===== config.mk =====
export PLATFORM = sky130hd
export DESIGN_NAME = instr_issuer
export DESIGN_NICKNAME = d
export VERILOG_FILES = /design/src/rtl/instr_issuer.sv
export SDC_FILE = /design/constraint.sdc
export NUM_CORES = 1
export LEC_CHECK = 0
export CELL_PAD_IN_SITES_DETAIL_PLACEMENT = 1
export CELL_PAD_IN_SITES_GLOBAL_PLACEMENT = 1
export CORE_UTILIZATION = 37
export CTS_CLUSTER_DIAMETER = 60
export CTS_CLUSTER_SIZE = 40
export DETAILED_ROUTE_END_ITERATION = 8
export PLACE_DENSITY_LB_ADDON = 0.05
export SYNTH_ARGS = -nofsm -noshare
export SYNTH_HDL_FRONTEND = slang
export SYNTH_SLANG_ARGS = --single-unit

===== constraint.sdc =====
create_clock -name Clock -period 2.5 [get_ports Clock]
set_clock_uncertainty 0.2 [all_clocks]
set_input_delay 0.5 -clock Clock [delete_from_list [all_inputs] [get_ports Clock]]
set_output_delay 0.5 -clock Clock [all_outputs]
set_load 0.005 [all_outputs]

===== src/rtl/instr_issuer.sv =====
// Instruction issuer: fetches words from a synchronous program memory and
// hands them to a processor one instruction at a time. Two-word mvi
// instructions deliver their immediate in the cycle after the opcode word.
// The issuer waits for Done with a bounded timeout and stops on a halt
// opcode or on a timeout.
module instr_issuer #(
  parameter int unsigned ADDR_W   = 5,
  parameter int unsigned PROG_LEN = 16,
  parameter int unsigned TIMEOUT  = 15
) (
  input  logic              Clock,
  input  logic              Resetn,
  input  logic              Go,
  input  logic              Done,
  input  logic [15:0]       MemQ,
  output logic [ADDR_W-1:0] MemAddr,
  output logic [15:0]       DIN,
  output logic              Run,
  output logic              Busy,
  output logic              Halted,
  output logic              Err,
  output logic [7:0]        InstrCount
);

  // The counter only has to hold 0..TIMEOUT-1. The last value is the final WAIT cycle.
  localparam int unsigned       CntW    = (TIMEOUT < 2) ? 1 : $clog2(TIMEOUT);
  localparam logic [CntW-1:0]   CntLast = CntW'(TIMEOUT - 1);
  localparam logic [ADDR_W-1:0] PcLast  = ADDR_W'(PROG_LEN - 1);
  localparam logic [2:0]        OpMvi   = 3'b001;
  localparam logic [2:0]        OpHalt  = 3'b111;

  typedef enum logic [2:0] {
    StIdle,
    StRd,
    StLatch,
    StExec,
    StImm,
    StWait,
    StHalt
  } state_e;

  state_e            state_q;
  logic [ADDR_W-1:0] pc_q;
  logic [ADDR_W-1:0] pc_inc;
  logic [CntW-1:0]   cnt_q;
  logic [15:0]       din_q;
  logic              run_q;
  logic              err_q;
  logic [7:0]        count_q;

  // Next program address, wrapping from the last valid word back to 0
  always_comb begin
    pc_inc = (pc_q == PcLast) ? '0 : pc_q + ADDR_W'(1);
  end

  // LATCH prefetches the following word so that an mvi immediate is ready in EXEC
  always_comb begin
    MemAddr = (state_q == StLatch) ? pc_inc : pc_q;
  end

  // Status decode and output drive
  always_comb begin
    Busy       = (state_q != StIdle) && (state_q != StHalt);
    Halted     = (state_q == StHalt);
    DIN        = din_q;
    Run        = run_q;
    Err        = err_q;
    InstrCount = count_q;
  end

  // Issue FSM together with its registered outputs
  always_ff @(posedge Clock or negedge Resetn) begin
    if (!Resetn) begin
      state_q <= StIdle;
      pc_q    <= '0;
      cnt_q   <= '0;
      din_q   <= '0;
      run_q   <= 1'b0;
      err_q   <= 1'b0;
      count_q <= '0;
    end else begin
      case (state_q)
        StIdle: begin
          if (Go) state_q <= StRd;
        end
        StRd: begin
          state_q <= StLatch;
        end
        StLatch: begin
          // A halt word is never issued: DIN, Run and pc keep their values
          if (MemQ[15:13] == OpHalt) begin
            state_q <= StHalt;
          end else begin
            din_q   <= MemQ;
            run_q   <= 1'b1;
            pc_q    <= pc_inc;
            state_q <= StExec;
          end
        end
        StExec: begin
          if (din_q[15:13] == OpMvi) begin
            din_q   <= MemQ;
            pc_q    <= pc_inc;
            state_q <= StImm;
          end else begin
            cnt_q   <= '0;
            state_q <= StWait;
          end
        end
        StImm: begin
          cnt_q   <= '0;
          state_q <= StWait;
        end
        StWait: begin
          // Done on the final allowed cycle still counts as a completion
          if (Done) begin
            run_q   <= 1'b0;
            count_q <= count_q + 8'd1;
            state_q <= Go ? StRd : StIdle;
          end else if (cnt_q == CntLast) begin
            err_q   <= 1'b1;
            run_q   <= 1'b0;
            state_q <= StHalt;
          end else begin
            cnt_q <= cnt_q + CntW'(1);
          end
        end
        StHalt: begin
          state_q <= StHalt;
        end
        default: begin
          state_q <= StIdle;
        end
      endcase
    end
  end

endmodule

Word level (Yosys, flattened, before mapping)
Cells that the tools add are included.
{"block": "classes", "bitwise": 1, "reduce_logical": 12, "n_eq_ne": 18, "add_sub_neg": 3, "n_mux": 23}
{"cell": "$mux W16", "count": 2}
{"cell": "$pmux W16 S2", "count": 1}
{"cell": "$pmux W3 S7", "count": 1}
{"cell": "$mux W5", "count": 4}
{"cell": "$eq A3 B3 Y1 const B", "count": 4}
{"cell": "$mux W3", "count": 4}
{"cell": "$mux W4", "count": 3}
{"cell": "$ne A2 B2 Y1 const B", "count": 6}
{"cell": "$pmux W4 S3", "count": 1}
{"cell": "$pmux W5 S2", "count": 1}
{"cell": "$reduce_and A3 Y1", "count": 3}
{"cell": "$add A8 B1 Y8 const B", "count": 1}
{"cell": "$eq A3 B1 Y1 const B", "count": 2}
{"cell": "$eq A3 B2 Y1 const B", "count": 2}
{"cell": "$ne A3 B3 Y1 const B", "count": 2}
{"cell": "$reduce_bool A3 Y1", "count": 2}
{"cell": "$add A5 B1 Y5 const B", "count": 1}
{"cell": "$eq A5 B4 Y1 const B", "count": 1}
{"cell": "$mux W1", "count": 5}
{"cell": "$add A4 B1 Y4 const B", "count": 1}
{"cell": "$eq A4 B4 Y1 const B", "count": 1}
{"cell": "$reduce_and A2 Y1", "count": 2}
{"cell": "$reduce_and A4 Y1", "count": 1}
{"cell": "$reduce_bool A2 Y1", "count": 2}
{"cell": "other kinds (4)", "count": 4}
{"block": "word_totals", "inputBits": 20, "register_bits": 38}

Logic depth before layout (Yosys ltp)
{"block": "logic_depth", "word_depth": 4, "mapped_depth": 6, "mapped_depth_nobuf": 6}

Worst setup path before layout
No wires, ideal clock.
{"block": "synth_path", "path_type": "flip-flop to output port", "from": "reg state_q[0]", "to": "out MemAddr[0]", "arrival_ps": 1287, "stages_incl_launch_ff": 5, "required_time_ps": 1800, "n_path_buf": 1, "slack_ps": 513, "path_cell_list": "dfrtp_1 buf_2 nand2b_1 nor2_1 mux2_2"}
{"block": "synth_between", "elab_chain_len": 2}
{"element": "start, declared", "line": "42", "rtl": "state_e state_q;"}
{"element": "start signal, assigned", "line": "74", "rtl": "state_q <= StIdle;"}
{"element": "start signal, assigned", "line": "84", "rtl": "if (Go) state_q <= StRd;"}
{"element": "start signal, assigned", "line": "87", "rtl": "state_q <= StLatch;"}
{"element": "$eq A3 B2 Y1", "line": "58", "rtl": "MemAddr = (state_q == StLatch) ? pc_inc : pc_q;"}
{"element": "$mux W5", "line": "58"}
{"element": "end, declared", "line": "16", "rtl": "output logic [ADDR_W-1:0] MemAddr,"}
Every way passes these cells.

Final worst setup path
{"block": "layout_path", "from": "reg state_q[1]", "to": "out Busy"}
{"block": "layout_between", "elab_chain_len": 2}
{"element": "$ne A3 B3 Y1 or $reduce_bool A3 Y1 (tied branches)", "line": "63", "rtl": "Busy = (state_q != StIdle) && (state_q != StHalt);"}
{"element": "$logic_and A1 B1 Y1 (*)", "line": "63"}
{"element": "end, declared", "line": "19", "rtl": "output logic Busy,"}
Mark *: on every way between the ends. The rest lies on a longest branch, timed or not.

==> results.sh <==
export IMPL_outcome="complete, no violations"
export IMPL_vias=1424
export IMPL_rows=25
export IMPL_vdd_drop_max_mv=0.451
export IMPL_path_clk_slew_ns=0.07
export IMPL_crit_fanout=6
export IMPL_yosys_area_share_simple=0.142
export IMPL_cts_made_buffers=5
export IMPL_leakagePower_uw=0.00116
export IMPL_finalWorstSetupSlack_ns=0.112
export IMPL_wl_per_cell_microns=15.3
export IMPL_p_total_uw=3090
export IMPL_post_route_util=0.554
export IMPL_dr_pass1_iters=4
export IMPL_path_class="reg -> out"
export IMPL_place_gp_congestion=0.706
export IMPL_yosys_area_top_type_share=0.504
export IMPL_synthTopCellsByArea="dfrtp_1 (50%), mux2_4 (14%), xnor2_1 (2.8%)"
export IMPL_clock_root_buffer="clkbuf_8"
export IMPL_antenna_cells=0
export IMPL_cts_sinks=38
export IMPL_drv_slew=0
export IMPL_grt_antenna_before_repair=0
export IMPL_crit_required_ns=1.80
export IMPL_power_per_cell_area_nw_per_um2=1160
export IMPL_synthMuxAreaShare=0.161
export IMPL_synth_cell_types=40
export IMPL_initial_core_util=0.392
export IMPL_slew_headroom=0.427
export IMPL_r2r_end="DIN[6]"
export IMPL_drt_vias_per_instance=5.00
export IMPL_clockBufferDepth=2
export IMPL_drt_iter0_markers=27
export IMPL_synth_fa_ha_area_frac=0.0265
export IMPL_post_place_ws_ns=0.0872
export IMPL_r2r_start="DIN[14]"
export IMPL_gr_total_overflow=0
export IMPL_cp_start_kind="flip-flop"
export IMPL_max_freq_mhz=419
export IMPL_avgSynthCellArea_sq_um=12.4
export IMPL_drv_cap=0
export IMPL_synthCells=152
export IMPL_drc=0
export IMPL_synth_xor_area_share=0.0464
export IMPL_grt_max_degree=39
export IMPL_setup_violations=0
export IMPL_ys_seq_elements=38
export IMPL_synth_compound_area_frac=0.0948
export IMPL_synth_top_family_by_area="multiplexers"
export IMPL_htree_levels=2
export IMPL_die_area_sq_um=5390
export IMPL_track_usage=0.178
export IMPL_grt_pass1_vias=1454
export IMPL_io_buffer_count=52
export IMPL_coreArea_sq_um=4820
export IMPL_die_h_microns=73.4
export IMPL_insertion_delay_ns=0.29
export IMPL_yosysTopAreaCell="dfrtp_1"
export IMPL_timing_final_crit_period_ns=2.39
export IMPL_synth_edf_count=0
export IMPL_rr_worst_depth=4
export IMPL_grt_first_pass_wirelength_mm=7.14
export IMPL_worstMarginPinSlew_ns=0.860
export IMPL_period_share=0.955
export IMPL_ys_warn_count=0
export IMPL_cp_end_kind="output port"
export IMPL_die_w_microns=73.4
export IMPL_crit_arrival_ns=1.69
export IMPL_area_growth_syn_to_layout_pct=41.2
export IMPL_drt_wl_total_mm=4.35
export IMPL_synth_flop_cell="dfrtp_1"
export IMPL_syn_nets=176
export IMPL_synthesis_area_sq_um=1890
export IMPL_async_reset_ff_frac=1.00
export IMPL_r2r_slack_ns=0.50
export IMPL_drive_gt1_frac=0.220
export IMPL_dpl_cell_count=274
export IMPL_drtAntennaViolNets=0
export IMPL_rsz0062_at_grt="false"
export IMPL_seq_area_frac_synth=0.504
export IMPL_min_path_type="in -> async"
export IMPL_hpwl_mm=3.22
export IMPL_stdcell_count=285
export IMPL_cts_tree="built"
export IMPL_hold_viol=0
export IMPL_pin_count=53
export IMPL_nNetsFinal=241
[through the flow]
step           hold WS (ns)  cell area (sq um)  TNS, ns
3_5_place_dp          0.265               2520        0
6_report              0.112               2670        0
3_3_place_gp          0.261               2520        0
5_1_grt               0.179               2670        0
4_1_cts               0.148               2650  -0.0342
2_1_floorplan       0.00441               1890        0
[cell type report]
class,instances,area [sq um]
Clock buffer,7,86.3
Clock inverter,1,5.00
Inverter,3,11.3
Fill cell,522,2150
Tap cell,67,83.8
Multi-Input combinational cell,106,917
Sequential cell,38,951
Timing Repair Buffer,63,612
[how the worst max path moves through the flow]
| stage | start | end | slack, ns | cells past startpoint |
|---|---|---|---|---|
| after global placement | pc_q[1] | MemAddr[3] | 0.11 | 6 |
| final | state_q[1] | Busy | 0.11 | 4 |
| after floorplan | state_q[0] | MemAddr[0] | 0.51 | 4 |
| after CTS | state_q[0] | MemAddr[0] | -0.03 | 5 |
| after detailed placement | MemQ[15] | DIN[6] | 0.09 | 5 |
| after global routing | pc_q[0] | MemAddr[3] | 0.01 | 6 |
[cell usage in the layout (no fill, tap or decap), types with 2 or more instances in the layout]
cell             netlist  layout
a21oi_1                5       5
and3_1                 2       2
buf_4                  0      10
clkbuf_8               0       6
clkdlybuf4s50_1        0      46
dfrtp_1               38      38
dlygate4sd2_1          0       3
dlymetal6s2s_1         0       2
ha_1                   4       3
inv_1                  3       3
mux2_2                 3       3
mux2_4                18      18
nand2_1                5       5
nand2b_1               6       5
nand3_1                8       7
nand4_1                3       3
nand4b_1               2       2
nor2_1                11      10
nor2b_1                2       2
nor3b_1                2       2
o21ai_0                5       4
o2bb2ai_1              2       2
xnor2_1                6       6
xor2_1                 4       4
[state kept, by name, summed over array words and instances (netlist names)]
register / cells
cnt_q: 4
Run: 1
DIN: 16
Err: 1
state_q: 3
InstrCount: 8
pc_q: 5
[synth_stat cells (all sizes together), types with 2 or more instances]
| master | instances |
|---|---|
| mux2 | 21 |
| and3 | 2 |
| nand2 | 5 |
| nor3b | 2 |
| dfrtp | 38 |
| nand3 | 8 |
| xnor2 | 6 |
| o2bb2ai | 2 |
| a21oi | 6 |
| buf | 4 |
| ha | 4 |
| o21ai | 5 |
| nor2 | 11 |
| inv | 3 |
| nand4 | 3 |
| xor2 | 4 |
| nand2b | 6 |
| nor2b | 2 |
| nand4b | 2 |
[worst max-delay path, stage by stage (launching register included)]
cell           delay, ns
dfrtp_1             0.42
buf_4               0.16
and2b_1             0.19
or3_1               0.35
dlygate4sd2_1       0.28
[cell families (layout without fill, tap and decap cells)]
group                      count (synthesis)  count (layout)
adders and majority gates                  4               4
AOI/OAI and AO/OA                         23              23
DFF                                       38              38
and+or+nand+nor                           48              48
xor gates and xnor gates                  10              10
buffers and inverters                      8              74
muxes                                     21              21
[power by group]
part | leakage, uW | switching [uW] | total [uW] | internal [uW]
Clock | 0.0000482 | 212 | 434 | 222
Sequential | 0.000469 | 226 | 1090 | 859
Combinational | 0.000647 | 569 | 1570 | 999
[routing by layer]
layer  track usage  wire length, microns  vias to the layer above
met5             0                     0                        -
met4        0.0513                    48                        0
met3        0.0576                   221                        6
met2         0.301                  2240                       30
met1         0.217                  1840                      715
li1              -                     -                      673
[what timing repair did]
action | 4_1_cts | 5_1_grt
pin swaps | 0 | 2
hold buffers | 0 | 0
buffers inserted | 2 | 1
gates resized for setup | 7 | 4
setup endpoints to repair | 6 | 3
Power figures use the tool's default switching activity.
